==> config.mk <==
export PLATFORM = sky130hd
export DESIGN_NAME = ctrl_refresh_sched
export DESIGN_NICKNAME = d
export VERILOG_FILES = /design/src/rtl/ctrl_refresh_sched.sv
export SDC_FILE = /design/constraint.sdc
export NUM_CORES = 1
export LEC_CHECK = 0
export BUFFER_PORTS_ARGS = -buffer_cell sky130_fd_sc_hd__buf_2
export CORE_ASPECT_RATIO = 1.5
export CORE_MARGIN = 1.5
export CORE_UTILIZATION = 26
export CTS_BUF_LIST = sky130_fd_sc_hd__clkbuf_8 sky130_fd_sc_hd__clkbuf_16
export CTS_CLUSTER_SIZE = 10
export DETAILED_ROUTE_END_ITERATION = 7
export HOLD_SLACK_MARGIN = 0.12
export PLACE_DENSITY = 0.5
export SYNTH_ARGS = -nofsm -noshare
export SYNTH_HDL_FRONTEND = slang
export SYNTH_SLANG_ARGS = --single-unit
==> constraint.sdc <==
create_clock -name CK_t -period 4.2 [get_ports CK_t]
set_clock_uncertainty 0.1 [all_clocks]
set_input_delay 0.42 -clock CK_t [delete_from_list [all_inputs] [get_ports CK_t]]
set_output_delay 0.42 -clock CK_t [all_outputs]
set_load 0.01 [all_outputs]
==> src/rtl/ctrl_refresh_sched.sv <==
// ctrl_refresh_sched: multi-rank DDR refresh scheduler.
// Each rank has its own staggered tREFI counter, a refresh debt counter and a
// tRFC timer. Outputs are registered from next-state values, so each flag
// appears in the cycle right after the edge that causes it.
// Optional refresh pull-in on idle ranks: define REF_PULLIN_EN.
module ctrl_refresh_sched #(
    parameter int unsigned NUM_RANKS    = 2,
    parameter int unsigned T_REFI       = 6240,
    parameter int unsigned T_RFC        = 280,
    parameter int unsigned ALMOST_LEAD  = 100,
    parameter int unsigned MAX_POSTPONE = 8,
    parameter int unsigned MAX_PULLIN   = 8,
    parameter int unsigned OW_W         = $clog2(MAX_POSTPONE + 2)
) (
    input  logic                      CK_t,
    input  logic                      reset,
    input  logic                      clear_refresh,
    input  logic                      refresh_en,
    input  logic [NUM_RANKS-1:0]      rank_idle,
    input  logic [NUM_RANKS-1:0]      ref_ack,
    output logic [NUM_RANKS-1:0]      ref_req,
    output logic [NUM_RANKS-1:0]      ref_urgent,
    output logic [NUM_RANKS-1:0]      ref_almost,
    output logic [NUM_RANKS-1:0]      refresh_busy,
    output logic [NUM_RANKS-1:0]      refresh_done,
    output logic [NUM_RANKS*OW_W-1:0] owed_cnt,
    output logic                      err_overflow,
    output logic                      err_spurious
);

    localparam int unsigned CW = (T_REFI > 1) ? $clog2(T_REFI) : 1;
    localparam int unsigned RW = (T_RFC > 1) ? $clog2(T_RFC) : 1;
    // Signed debt wide enough for both the postpone and the pull-in range.
    localparam int unsigned DW = OW_W + $clog2(MAX_PULLIN + 1) + 1;

    localparam logic signed [DW-1:0] SAT       = DW'(MAX_POSTPONE + 1);
    localparam logic signed [DW-1:0] NEG_LIM   = DW'(0) - DW'(MAX_PULLIN);
    localparam logic [CW-1:0]        CNT_LAST  = CW'(T_REFI - 1);
    localparam logic [CW-1:0]        ALM_START = CW'(T_REFI - ALMOST_LEAD);
    localparam logic [RW-1:0]        RFC_LAST  = RW'(T_RFC - 1);

    typedef enum logic [1:0] {IDLE, PEND, BUSY} state_t;

    state_t                 state_q [NUM_RANKS];
    state_t                 state_d [NUM_RANKS];
    logic [CW-1:0]          cnt_q   [NUM_RANKS];
    logic [CW-1:0]          cnt_d   [NUM_RANKS];
    logic [RW-1:0]          rfc_q   [NUM_RANKS];
    logic [RW-1:0]          rfc_d   [NUM_RANKS];
    logic signed [DW-1:0]   debt_q  [NUM_RANKS];
    logic signed [DW-1:0]   debt_d  [NUM_RANKS];

    logic [NUM_RANKS-1:0]      wrap, ack_ok, spur, ovf, pos;
    logic [NUM_RANKS-1:0]      req_d, urg_d, alm_d, busy_d, done_d;
    logic [NUM_RANKS*OW_W-1:0] owed_d;

`ifndef REF_PULLIN_EN
    logic unused_idle;
    assign unused_idle = ^rank_idle;
`endif

    // Staggered interval start so ranks do not all come due together.
    function automatic logic [CW-1:0] start_cnt(int r);
        return CW'(r * int'(T_REFI / NUM_RANKS));
    endfunction

    // Next-state and next-output computation for every rank.
    always_comb begin
        cnt_d   = cnt_q;
        debt_d  = debt_q;
        rfc_d   = rfc_q;
        state_d = state_q;
        wrap    = '0;
        ack_ok  = '0;
        spur    = '0;
        ovf     = '0;
        pos     = '0;
        req_d   = '0;
        urg_d   = '0;
        alm_d   = '0;
        busy_d  = '0;
        done_d  = '0;
        owed_d  = '0;
        for (int r = 0; r < NUM_RANKS; r++) begin
            wrap[r] = refresh_en && (cnt_q[r] == CNT_LAST);
            if (refresh_en) begin
                cnt_d[r] = wrap[r] ? '0 : cnt_q[r] + CW'(1);
            end
            ack_ok[r] = ref_ack[r] && ref_req[r];
            spur[r]   = ref_ack[r] && !ref_req[r];
            ovf[r]    = wrap[r] && (debt_q[r] == SAT);

            // Wrap and ack together cancel; a saturated wrap holds the debt.
            if (wrap[r] && !ack_ok[r] && !ovf[r]) begin
                debt_d[r] = debt_q[r] + DW'(1);
            end else if (ack_ok[r] && !wrap[r]) begin
                debt_d[r] = debt_q[r] - DW'(1);
            end
            pos[r] = !debt_d[r][DW-1] && (debt_d[r] != '0);

            if (ack_ok[r]) begin
                state_d[r] = BUSY;
                rfc_d[r]   = '0;
            end else if (state_q[r] == BUSY) begin
                if (rfc_q[r] == RFC_LAST) begin
                    done_d[r]  = 1'b1;
                    rfc_d[r]   = '0;
                    state_d[r] = pos[r] ? PEND : IDLE;
                end else begin
                    rfc_d[r] = rfc_q[r] + RW'(1);
                end
            end else begin
                state_d[r] = pos[r] ? PEND : IDLE;
            end

            busy_d[r] = (state_d[r] == BUSY);
`ifdef REF_PULLIN_EN
            req_d[r]  = !busy_d[r] && (pos[r] || (rank_idle[r] && (debt_d[r] > NEG_LIM)));
`else
            req_d[r]  = !busy_d[r] && pos[r];
`endif
            urg_d[r]  = !busy_d[r] && (debt_d[r] == SAT);
            alm_d[r]  = !busy_d[r] && (debt_d[r] == '0) && (cnt_d[r] >= ALM_START);
            owed_d[r*OW_W +: OW_W] = pos[r] ? debt_d[r][OW_W-1:0] : '0;

            // Synchronous clear behaves exactly like reset.
            if (clear_refresh) begin
                cnt_d[r]   = start_cnt(r);
                debt_d[r]  = '0;
                rfc_d[r]   = '0;
                state_d[r] = IDLE;
                req_d[r]   = 1'b0;
                urg_d[r]   = 1'b0;
                alm_d[r]   = 1'b0;
                busy_d[r]  = 1'b0;
                done_d[r]  = 1'b0;
                owed_d[r*OW_W +: OW_W] = '0;
            end
        end
    end

    // State and registered outputs; reset aborts any running tRFC silently.
    always_ff @(posedge CK_t or posedge reset) begin
        if (reset) begin
            for (int r = 0; r < NUM_RANKS; r++) begin
                cnt_q[r]   <= start_cnt(r);
                debt_q[r]  <= '0;
                rfc_q[r]   <= '0;
                state_q[r] <= IDLE;
            end
            ref_req      <= '0;
            ref_urgent   <= '0;
            ref_almost   <= '0;
            refresh_busy <= '0;
            refresh_done <= '0;
            owed_cnt     <= '0;
            err_overflow <= 1'b0;
            err_spurious <= 1'b0;
        end else begin
            cnt_q        <= cnt_d;
            debt_q       <= debt_d;
            rfc_q        <= rfc_d;
            state_q      <= state_d;
            ref_req      <= req_d;
            ref_urgent   <= urg_d;
            ref_almost   <= alm_d;
            refresh_busy <= busy_d;
            refresh_done <= done_d;
            owed_cnt     <= owed_d;
            err_overflow <= !clear_refresh && (err_overflow || (|ovf));
            err_spurious <= !clear_refresh && (err_spurious || (|spur));
        end
    end

endmodule

[Word level (Yosys, flattened, before mapping)]
Index checks and enable logic that the tools add are counted.
Word-level totals
  register bits: 86
  bits in latches: 0
  memory bits (writable): 0
  ROM bits: 0
  input bits: 8
  output and inout bits: 20
  word-level logic and storage cells: 137
  memories kept: 0
Operators by class
  $add $sub $neg: 8
  multiply operators: 0
  div/mod/pow operators: 0
  magnitude comparators: 2
  eq/ne operators: 12
  shift-type cells: 0
  muxes and demuxes: 50
  bitwise gates (word level): 0
  reductions and logical operators: 49
Operator list (count)
  two-way mux 9 bit: 14
  two-way mux 13 bit: 6
  equality test 9 x 5 -> 1 bit, second input constant: 4
  adder 13 x 1 -> 13 bit, second input constant: 2
  equality test 13 bit, second input constant: 2
  >= comparator 13 bit, second input constant: 2
  logical AND 1 bit: 26
  adder 9 x 1 -> 9 bit, second input constant: 2
  adder 9 x 2 -> 9 bit, second input constant: 2
  equality test 9 bit, second input constant: 2
  logical NOT 9 bit: 2
  two-way mux 1 bit: 18
  nonzero test 9 bit: 2
  subtractor 9 x 2 -> 9 bit, second input constant: 2
  two-way mux 2 bit: 8
  two-way mux 4 bit: 4
  logical NOT 1 bit: 13
  equality test 2 bit, second input constant: 4
  nonzero test 3 bit: 2
  OR reduction 2 bit: 2
  logical OR 1 bit: 2

[Logic depth before layout (Yosys ltp)]
Gate-level depths: netlist (run 1).
  word-level depth: 17
  mapped depth: 10
  depth with buffers taken out: 9

[Least setup slack after synthesis (run 1)]
No wires, ideal clock.
  path type: register to register
  from: register cnt_q[20] (netlist name)
  to: register ref_almost[0]
  library setup time: 96 ps
  arrival: 2737 ps
  required time: 4004 ps
  slack: 1267 ps
  stages on the path, launching flop included: 9
  path buffers: 1
  clock period less this slack: 2933 ps
  cells stage by stage: dfrtp_1 -> buf_6 -> or4b_4 -> nor4_4 -> mux2i_1 -> xor2_1 -> nor4_1 -> or3b_4 -> nor4_2
On the way
  word-level cells in the longest chain between the ends: 17
  elaborated cells on any way between the ends: 27
  those cells by class: 1 x add/sub; 1 x order compare; 2 x eq/ne; 9 x mux; 14 x reduce/logical
Ends and longest elaborated chain
  from (decl): line 46  | logic [CW-1:0] cnt_q [NUM_RANKS];
  from (signal, indexed assignment): line 146  | cnt_q[r] <= start_cnt(r);
  from (signal assigned): line 160  | cnt_q <= cnt_d;
  equality test 13 bit: line 85  | wrap[r] = refresh_en && (cnt_q[r] == CNT_LAST);
  logical AND 1 bit: line 85
  logical NOT 1 bit / logical AND 1 bit (equally long branches): line 96, 91
  logical AND 1 bit / logical NOT 1 bit (equally long branches): line 96, 94
  two-way mux 9 bit / logical AND 1 bit (equally long branches): line 96, 94
  two-way mux 9 bit: line 94  | if (wrap[r] && !ack_ok[r] && !ovf[r]) begin
  nonzero test 9 bit / logical NOT 1 bit (equally long branches): line 99  | pos[r] = !debt_d[r][DW-1] && (debt_d[r] != '0);
  logical AND 1 bit: line 99
  [... 2 more ...]
  two-way mux 2 bit: line 104  | end else if (state_q[r] == BUSY) begin
  two-way mux 2 bit: line 101  | if (ack_ok[r]) begin
  equality test 2 bit: line 116  | busy_d[r] = (state_d[r] == BUSY);
  logical NOT 1 bit: line 123  | alm_d[r] = !busy_d[r] && (debt_d[r] == '0) && (cnt_d[r] >= ALM_START);
  logical AND 1 bit: line 123
  logical AND 1 bit *: line 123
  two-way mux 1 bit *: line 127  | if (clear_refresh) begin
  via alm_d[0]: line 54  | logic [NUM_RANKS-1:0] req_d, urg_d, alm_d, busy_d, done_d;
  to (signal assigned): line 166  | ref_almost <= alm_d;
  to (decl): line 23  | output logic [NUM_RANKS-1:0] ref_almost,
The timed path passes the listed nets; every way through them passes the cells marked *.
A chain may end at the register's enable or synchronous reset.

[Final worst setup path (run 1)]
Same ends and word-level chain as after synthesis.

==> impl_metrics.py, run 1 <==
metrics = {
    "power_and_ir_drop": {
        "max-vdd-ir-drop_v": 0.000195,
        "p_sw_mw": 0.847,
        "p_comb_frac": 0.266,
        "p_sw_frac": 0.337,
        "p_per_area_nw_per_um2": 463,
        "leakage_nw": 2.26,
        "power_frac_seq": 0.412,
        "clkPwrFrac": 0.322,
        "p_int_mw": 1.67,
    },
    "floorplan": {
        "die_w_um": 114,
        "dieArea_sq_um": 19200,
        "coreArea_sq_um": 17900,
        "placementRows": 60,
        "die-height_um": 169,
        "io_pins": 28,
        "start_util": 0.266,
    },
    "global_routing": {
        "grt-ovfl-total": 0,
        "grt_pass1_wl_um": 18900,
        "grt_usage": 0.123,
        "grt_pass1_vias": 3911,
        "antenna_found_initial": 0,
        "grt_start_max_net_pins": 40,
    },
    "drt": {
        "drc_errors": 0,
        "drtAntennaViolNets": 0,
        "via_per_inst": 5.03,
        "num_vias": 3801,
        "drt_first_pass_iters": 4,
        "routed_wl_um": 11100,
        "drt-wirelength-per-cell_um": 14.7,
        "drt-initial-drc-count": 148,
    },
    "logic_synthesis": {
        "synth.avg_cell_area_sq_um": 9.30,
        "syn_nets": 532,
        "yosys.cell_count.top_type": "dfrtp_1",
        "synth-simple-area-share": 0.288,
        "synth_xor_area_frac": 0.0806,
        "synth_cell_types": 56,
        "synth_common_cells": "dfrtp_1 (82), nor2_1 (65), nand3_1 (37)",
        "synth-compound-area-share": 0.0937,
        "synthArstFlopShare": 1.00,
        "synth_mux_area_frac": 0.0314,
        "syn_inst": 514,
        "synth_top_area_cell": "dfrtp_1",
        "synth_top_family_by_area": "simple AND/OR/NAND/NOR gates",
        "synth_area_sq_um": 4780,
        "synthAdderAreaFrac": 0.0262,
        "synth-seq-cells": 86,
        "yosys_warnings": 0,
        "synth_top_area_frac": 0.429,
        "ys_top_cells_by_area": "dfrtp_1 (43%), nor2_1 (5.1%), xnor2_1 (4.4%)",
        "synth_edf_count": 0,
        "synthFlopType": "dfrtp_1",
        "yosysSeqAreaShare": 0.451,
    },
    "status": {
        "status": "finished clean",
    },
    "cells_and_area": {
        "syn_to_final_growth_pct": 13.6,
        "drive_gt1_frac": 0.117,
        "fillCellCount": 1848,
        "antenna-diode-count": 0,
        "fin_util": 0.303,
        "nets": 552,
    },
    "clock_network": {
        "path_clk_slew_ps": 60,
        "post_cts_resized": 0,
        "clockBufferDepth": 2,
        "clock_latency_ps": 350,
        "cts_sinks": 86,
        "cts_setup_buffers": 0,
        "cts_tree": "done",
        "cts.htree.levels": 3,
        "ctsHoldBuffers": 1,
        "cts-root-buf": "clkbuf_16",
        "numCtsBuffers": 9,
    },
    "setup_path": {
        "crit_fanout": 9,
        "critPathSlowestCell": "or4b_4",
        "end_kind": "flip-flop",
        "path_class": "reg2reg",
        "worstPathRequired_ps": 4360,
        "arrival_ps": 3620,
        "worst_path_largest_cell_delay_ps": 590,
        "cp_cell_sequence": "or4b_4 > nor4_4 > mux2i_1 > xor2_1 > nor4_1 > or3b_4 > nor4_2",
        "cp-start-kind": "flip-flop",
    },
    "place": {
        "dp_hpwl_um": 7990,
        "place.gp.congestion": 0.830,
        "port_buffers": 25,
    },
    "timing": {
        "slew_violations": 0,
        "tightest_slew_ps": 803,
        "fmax_mhz": 289,
        "setup-tns-final_ps": 0,
        "fin_crit_ps": 3460,
        "rsz0062_at_grt": "false",
        "hold_viol_final": 0,
        "slew_headroom": 0.461,
        "final-setup-viol-count": 0,
        "final.period_utilization": 0.824,
    },
    "min_path": {
        "worstHoldPathType": "in2reg",
    },
    "run": {
        "max_cap_violations": 0,
    },
}
## final timing paths
kind	startpoint	to	slack, ps	cells past startpoint
setup / recovery	cnt_q[20]$_DFF_PP0_	ref_almost[0]$_DFF_PP0_	740	7
setup reg to reg	cnt_q[20]$_DFF_PP0_	ref_almost[0]$_DFF_PP0_	740	7
max in group asynchronous	reset	cnt_q[10]$_DFF_PP1_	2550	4
hold / removal	ref_ack[0]	err_spurious$_DFF_PP0_	300	3
hold reg to reg	rfc_q[12]$_DFFE_PP0P_	rfc_q[12]$_DFFE_PP0P_	430	1
min in group asynchronous	reset	rfc_q[13]$_DFFE_PP0P_	590	3
## layout by cell type (no fill, tap or decap), types with 4 or more instances in the layout
cell type,instances
dfrtp_1,82
nor2_1,65
nand3_1,37
nand2_1,36
o21ai_0,28
buf_2,25
xnor2_1,24
xor2_1,20
nor3_1,19
nand4_1,17
mux2i_1,15
nor4_1,13
a21oi_1,12
inv_1,11
nand2b_1,11
nor2b_1,11
ha_1,10
clkbuf_16,9
and3_1,7
and2_1,6
and4_1,6
buf_4,5
or4_1,4
or2_2,4
a31oi_1,4
o31ai_1,4
dfstp_2,4
## through the flow
stage / hold slack, ps / instances / setup slack (ps) / cell area [sq um] / power, mW
final: 297 / 756 / 740 / 5430 / 2.52
after CTS: 297 / 756 / 758 / 5430 / 2.54
after detailed placement: 413 / 739 / 773 / 5120 / 1.72
after floorplan: 368 / 514 / 1270 / 4780 / 1.53
after global routing: 299 / 756 / 605 / 5430 / 2.68
after global placement: 408 / 739 / 728 / 5120 / 1.72
## state kept, by name (all words and copies together) (netlist names)
register      count
cnt_q            26
debt_q           18
err_overflow      1
err_spurious      1
owed_cnt          8
ref_almost        2
ref_req           2
ref_urgent        2
refresh_busy      2
refresh_done      2
rfc_q            18
state_q           4
## per-layer routing
layer	share of wire	wire (um)	vias up	global-route usage
li1	-	-	1871	-
met5	0	0	-	0
met2	0.52	5710	79	0.216
met3	0.030	332	21	0.0247
met1	0.42	4690	1830	0.140
met4	0.031	343	0	0.0647
## critical path, delay by kind of cell, from the launching register on
kind	cells	cell delay [ps]
XOR/XNOR	1	140
flip-flops	1	480
multiplexers	1	380
AND/OR/NAND/NOR	5	2270
## logic make-up (layout without fill, tap and decap cells)
kind of cell             Yosys count  in the layout
multiplexers                      15             15
adder cells (fa/ha/maj)           10             10
flip-flops                        86             86
AND/OR/NAND/NOR                  256            256
XOR/XNOR                          44             44
buffers and inverters             33             58
AO/OA/AOI/OAI                     70             70
## power by group through the flow
stage	Combinational, mW	Clock (mW)	Sequential (mW)
6_report	0.669	0.811	1.04
5_1_grt	0.740	0.884	1.05
4_1_cts	0.673	0.834	1.04
3_5_place_dp	0.669	0	1.05
3_3_place_gp	0.671	0	1.05
2_1_floorplan	0.506	0	1.02
## area by class of cell
type	count	area, sq um	area share
Clock inverter	6	62.6	0.0115
Tap cell	217	272	0.0500
Inverter	11	42.5	0.00783
Clock buffer	10	239	0.0440
Multi-Input combinational cell	395	2480	0.458
Timing Repair Buffer	31	173	0.0318
Sequential cell	86	2160	0.397
Note: power is estimated with default switching activity, not from simulation.
==> run 2, diff against run 1 <==
Settings changed: ABC_AREA set to 1, PLACE_DENSITY 0.5 to 0.49.
Clock period 4.2 ns to 3.6 ns, I/O delays scaled along.
==> impl_metrics.py, run 2 <==
metrics = {
    "setup_path": {
        "rrSetupSlack_ps": 1300,
        "critPathSlowestCell": "dfrtp_1",
        "path_class": "reg2reg",
        "cp_common_cell": "nand2_1",
        "arrival_ps": 2420,
        "rr_startpoint": "debt_q[1]$_DFF_PP0_",
        "r2r_cells": 16,
        "critPathTopFamily": "simple AND/OR/NAND/NOR gates",
        "worst_path_largest_cell_delay_ps": 490,
        "endpoint": "ref_req[1]$_DFF_PP0_",
        "end_kind": "flip-flop",
        "crit_buf_inv": 2,
        "cp_cell_sequence": "inv_1 > ha_1 > nand2_1 > inv_1 > nand2_1 > nor2_2 > nor2_1 > nand2_1 > nand2_1 > nor2_2 > nor2_4 > nand2_2 > nor2_2 > nand2_2 > nand2_4 > nor2_1",
        "path_depth": 16,
        "cp-start-kind": "flip-flop",
        "startpoint": "debt_q[1]$_DFF_PP0_",
        "crit_fanout": 5,
        "timing.rr.end": "ref_req[1]$_DFF_PP0_",
        "worstPathRequired_ps": 3730,
    },
    "logic_synthesis": {
        "synth_top_family_by_area": "simple AND/OR/NAND/NOR gates",
        "synth_common_cells": "nand2_1 (169), nor2_1 (126), inv_1 (93)",
        "synth_top_area_frac": 0.386,
        "synth_area_sq_um": 5320,
        "yosys.cell_count.top_type": "nand2_1",
        "synth-seq-cells": 86,
        "synthArstFlopShare": 1.00,
        "synthAdderAreaFrac": 0.0235,
        "synth-simple-area-share": 0.406,
        "synth.avg_cell_area_sq_um": 7.24,
        "yosysSeqAreaShare": 0.406,
        "synth_xor_area_frac": 0.0297,
        "synth_edf_count": 0,
        "synth_mux_area_frac": 0,
        "synth_cell_types": 39,
        "synthFlopType": "dfrtp_1",
        "synth_top_area_cell": "dfrtp_1",
        "yosys_warnings": 0,
        "syn_inst": 734,
        "ys_top_cells_by_area": "dfrtp_1 (39%), nand2_1 (12%), nor2_1 (8.9%)",
        "syn_nets": 752,
        "synth-compound-area-share": 0.0492,
    },
    "power_and_ir_drop": {
        "p_sw_mw": 1.10,
        "p_comb_frac": 0.295,
        "p_total_mw": 3.02,
        "max-vdd-ir-drop_v": 0.000219,
        "power_frac_seq": 0.383,
        "p_int_mw": 1.92,
        "p_per_area_nw_per_um2": 499,
        "leakage_nw": 2.92,
        "clkPwrFrac": 0.322,
        "p_sw_frac": 0.364,
    },
    "timing": {
        "hold_viol_final": 0,
        "final-setup-viol-count": 0,
        "holdWs_ps": 312,
        "fmax_mhz": 436,
        "slew_violations": 0,
        "slew_headroom": 0.607,
        "fin_crit_ps": 2300,
        "rsz0062_at_grt": "false",
        "setup-tns-final_ps": 0,
        "final.period_utilization": 0.638,
        "tightest_slew_ps": 590,
    },
    "global_routing": {
        "antenna_found_initial": 0,
        "grt_pass1_vias": 4668,
        "grt_usage": 0.130,
        "grt_start_max_net_pins": 87,
        "grt-ovfl-total": 0,
        "grt_pass1_wl_um": 22000,
    },
    "drt": {
        "via_per_inst": 4.49,
        "drc_errors": 0,
        "drt_first_pass_iters": 4,
        "drt-wirelength-per-cell_um": 12.6,
        "routed_wl_um": 13000,
        "drt-initial-drc-count": 222,
        "num_vias": 4615,
        "drtAntennaViolNets": 0,
    },
    "cells_and_area": {
        "antenna-diode-count": 0,
        "largest_reg_flops": 26,
        "final_cell_mix": "nand2_1 (169), nor2_1 (126), inv_1 (93), dfrtp_1 (82), nand3_1 (70)",
        "layout.cells.most_common": "nand2_1",
        "nets": 781,
        "drive_gt1_frac": 0.152,
        "syn_to_final_growth_pct": 13.9,
        "reg_top3": "cnt_q (26), debt_q (18), rfc_q (18)",
        "fin_cells": 1028,
        "fin_area_sq_um": 6060,
        "fillCellCount": 2165,
        "regMostFlops": "cnt_q",
    },
    "min_path": {
        "hold_path.startpoint": "refresh_en",
        "worstHoldPathType": "in2reg",
    },
    "floorplan": {
        "dieArea_sq_um": 21300,
        "start_util": 0.267,
        "coreArea_sq_um": 19900,
        "die-height_um": 178,
        "io_pins": 28,
        "die_w_um": 120,
        "placementRows": 63,
    },
    "place": {
        "dp_hpwl_um": 9650,
        "dp.cells": 1011,
        "postPlaceCellArea_sq_um": 5740,
        "place.gp.congestion": 0.808,
        "port_buffers": 25,
    },
    "clock_network": {
        "post_cts_resized": 0,
        "cts-root-buf": "clkbuf_16",
        "numCtsBuffers": 9,
        "clock_latency_ps": 340,
        "path_clk_slew_ps": 70,
        "clockBufferDepth": 2,
        "cts.htree.levels": 3,
        "cts_tree": "done",
        "cts_setup_buffers": 0,
        "cts_sinks": 86,
        "ctsHoldBuffers": 1,
    },
    "status": {
        "status": "finished clean",
    },
    "run": {
        "max_cap_violations": 0,
    },
}
[run 2: changes by cell type after synthesis, moves of 11 or more]
cell / before / now
clkbuf_1: 16 / 4
inv_1: 11 / 93
mux2i_1: 15 / 0
nand2_1: 36 / 169
nand2_2: 0 / 13
nand2b_1: 11 / 0
nand3_1: 37 / 70
nor2_1: 65 / 126
nor2_2: 0 / 23
nor2b_1: 11 / 0
xnor2_1: 24 / 2
[run 2: cell type report]
type	instances	area (sq um)	share of cell area
inverter	105	397	0.0655
multi-input combinational	533	2710	0.447
clock inverter	6	70.1	0.0116
tap	260	325	0.0537
clock buffer	10	239	0.0395
timing repair buffer	28	163	0.0269
sequential	86	2160	0.356
[run 2: metrics by stage]
step,utilization,worst slack (ps)
2_1_floorplan,-,925
3_3_place_gp,0.288,1240
3_5_place_dp,0.288,1260
4_1_cts,0.304,1300
5_1_grt,0.304,1140
6_report,0.304,1300
[run 2: cell families after synthesis]
kind of cell	count (synthesis)
AND/OR/NAND/NOR	463
flip-flops	86
adder cells (fa/ha/maj)	10
XOR/XNOR	18
buffers and inverters	115
AO/OA/AOI/OAI	42
[run 2: how the worst min path moves through the flow]
stage                     cells past startpoint                   endpoint  slack [ps]
after CTS                                     3        cnt_q[14]$_DFF_PP0_         300
after global routing                          3        cnt_q[14]$_DFF_PP0_         330
final                                         3         cnt_q[1]$_DFF_PP0_         310
after floorplan                               1  refresh_done[0]$_DFF_PP0_         310
after global placement                        1  refresh_done[0]$_DFF_PP0_         330
after detailed placement                      1  refresh_done[0]$_DFF_PP0_         320
[run 2: layer usage]
metal	global-route usage	wire length [um]	vias up
met1	0.132	5270	2161
met3	0.0214	319	13
met5	0	0	-
met4	0.0526	267	0
li1	-	-	2375
met2	0.260	7100	66
[run 2: power groups by stage]
stage                     registers [mW]  clock network [mW]  logic (mW)
after floorplan                     1.16                   0       0.682
after global placement              1.17                   0       0.910
after detailed placement            1.17                   0       0.913
after CTS                           1.16                1.00       0.917
after global routing                1.17                1.04        1.02
final                               1.16               0.971       0.892
[run 2: tightest hold or removal path: cells and delay by family]
family                 cells  cell delay, ps
and+or+nand+nor            2             160
buffers and inverters      1             190
==> run 3, diff against run 2 <==
Settings changed: PLACE_DENSITY 0.49 to 0.51.
Clock period 3.6 ns to 2 ns, I/O delays scaled along.
==> impl_metrics.py, run 3 (synthesized netlist as in run 2, its figures left out) <==
metrics = {
    "global_routing": {
        "grt_pass1_vias": 5278,
        "grt-ovfl-total": 0,
        "groute.layer.met3.usage": 0.0185,
        "grt_busiest_layer": "met2",
        "grt_usage": 0.145,
        "grt_pass1_wl_um": 24500,
        "grt_use_met1": 0.149,
        "grt_start_max_net_pins": 35,
        "use_met2": 0.291,
        "antenna_found_initial": 0,
    },
    "clock_network": {
        "cts-root-buf": "clkbuf_16",
        "path_clk_slew_ps": 70,
        "cts_sinks": 86,
        "cts_tree": "done",
        "numCtsBuffers": 9,
        "clockBufferDepth": 2,
        "clock_latency_ps": 350,
        "cts.htree.levels": 3,
    },
    "run": {
        "max_cap_violations": 0,
    },
    "cells_and_area": {
        "fin_area_sq_um": 7380,
        "syn_to_final_growth_pct": 38.8,
        "antenna-diode-count": 0,
        "final_cell_mix": "nand2_1 (141), nor2_1 (114), buf_4 (107), inv_1 (86), dfrtp_1 (82)",
        "reg_top3": "cnt_q (26), debt_q (18), rfc_q (18)",
        "regMostFlops": "cnt_q",
        "nets": 898,
        "largest_reg_flops": 26,
        "drive_gt1_frac": 0.349,
        "layout.cells.most_common": "nand2_1",
        "fin_util": 0.370,
    },
    "power_and_ir_drop": {
        "max-vdd-ir-drop_v": 0.000426,
        "p_sw_mw": 2.27,
        "p_total_mw": 6.05,
        "p_int_mw": 3.78,
        "leakage_nw": 3.57,
        "power_frac_seq": 0.339,
        "clkPwrFrac": 0.275,
        "p_sw_frac": 0.375,
        "p_per_area_nw_per_um2": 819,
        "p_comb_frac": 0.385,
    },
    "status": {
        "violations": "setup timing",
        "status": "finished with violations",
    },
    "place": {
        "dp_slack_ps": -124,
        "place.gp.congestion": 0.876,
        "dp_hpwl_um": 10900,
        "port_buffers": 25,
        "postPlaceCellArea_sq_um": 6530,
    },
    "drt": {
        "drc_errors": 0,
        "via_per_inst": 4.46,
        "drt-initial-drc-count": 237,
        "drt-wirelength-per-cell_um": 12.7,
        "drt_first_pass_iters": 4,
        "routed_wl_um": 14500,
        "num_vias": 5102,
        "drtAntennaViolNets": 0,
    },
    "timing": {
        "rsz0062_at_grt": "true",
        "hold_viol_final": 0,
        "final.period_utilization": 1.05,
        "final-setup-viol-count": 13,
        "slew_violations": 0,
        "tightest_slew_ps": 613,
        "slew_headroom": 0.590,
        "fin_crit_ps": 2100,
        "setup_ws_ps": -103,
        "fmax_mhz": 475,
    },
    "setup_path": {
        "end_kind": "flip-flop",
        "worst_path_largest_cell_delay_ps": 360,
        "arrival_ps": 2250,
        "critPathSlowestCell": "dfrtp_1",
        "cp_cell_sequence": "ha_2 > nand2_2 > nor2_4 > nand2_2 > nor2_4 > nand3_2 > nand2_1 > nand2_1 > nand2_2 > nand2_2 > nor2_4 > nand2_2 > nand2_4 > nor2_1",
        "crit_buf_inv": 0,
        "path_class": "reg2reg",
        "worstPathRequired_ps": 2150,
        "cp-start-kind": "flip-flop",
        "cp_common_cell": "nand2_2",
        "startpoint": "cnt_q[14]$_DFF_PP0_",
        "critPathTopFamily": "simple AND/OR/NAND/NOR gates",
        "crit_fanout": 5,
        "rr_startpoint": "cnt_q[14]$_DFF_PP0_",
    },
    "floorplan": {
        "dieArea_sq_um": 21300,
        "placementRows": 63,
        "die_w_um": 120,
        "start_util": 0.267,
        "io_pins": 28,
        "die-height_um": 178,
        "coreArea_sq_um": 19900,
    },
    "min_path": {
        "worstHoldPathType": "in2reg",
        "hold_path.startpoint": "ref_ack[1]",
    },
}
==> run 3: worst register-to-register path, stage by stage, from the launching register on <==
cell     delay [ps]
dfrtp_1         360
ha_2            200
nand2_2          70
nor2_4          180
nand2_2          90
nor2_4          210
nand3_2         110
nand2_1          70
nand2_1          70
nand2_2          70
nand2_2          70
nor2_4          160
nand2_2         100
nand2_4         100
nor2_1           50
==> run 3: metal layers <==
layer / up-vias / routed length [um] / share of wire
li1: 2608 / - / -
met1: 2418 / 5590 / 0.38
met2: 59 / 8290 / 0.57
met3: 17 / 285 / 0.020
met4: 0 / 348 / 0.024
met5: - / 0 / 0
==> run 3: path summary, 6_finish.rpt <==
kind | endpoint | slack [ps] | depth (start not counted)
min in group asynchronous | debt_q[1]$_DFF_PP0_ | 370 | 3
worst max register to register | ref_req[0]$_DFF_PP0_ | -100 | 14
worst min register to register | refresh_done[0]$_DFF_PP0_ | 350 | 1
worst max-delay path | ref_req[0]$_DFF_PP0_ | -100 | 14
worst min-delay path | err_spurious$_DFF_PP0_ | 160 | 5
max in group asynchronous | cnt_q[5]$_DFF_PP1_ | 820 | 4
==> run 3: power by group through the flow <==
stage / clock network (mW) / logic [mW] / registers [mW]
finish: 1.66 / 2.33 / 2.05
global route: 1.78 / 2.60 / 2.08
CTS: 1.72 / 2.22 / 2.05
detailed placement: 0 / 2.06 / 2.08
global placement: 0 / 2.05 / 2.08
floorplan: 0 / 1.23 / 2.09
==> run 3: stage by stage <==
stage	hold slack, ps	TNS (ps)	instances
floorplan	272	0	734
finish	164	-1070	1145
global placement	214	-1070	1113
CTS	153	-401	1139
detailed placement	227	-1240	1113
global route	217	-2960	1145
==> run 3: cell type report <==
cell class / instances / area (sq um)
fill: 2062 / 12600
multi-input combinational: 533 / 3100
sequential: 86 / 2160
timing repair buffer: 145 / 1110
inverter: 105 / 404
tap: 260 / 325
clock buffer: 9 / 225
clock inverter: 7 / 62.6
==> run 3: timing repair <==
action                                 CTS  global route
gates resized for setup                 51            59
endpoints found under the hold margin   24             0
hold buffers                             2             0
setup endpoints to repair               15            20
pin swaps                               10            43
buffers inserted                         8             9
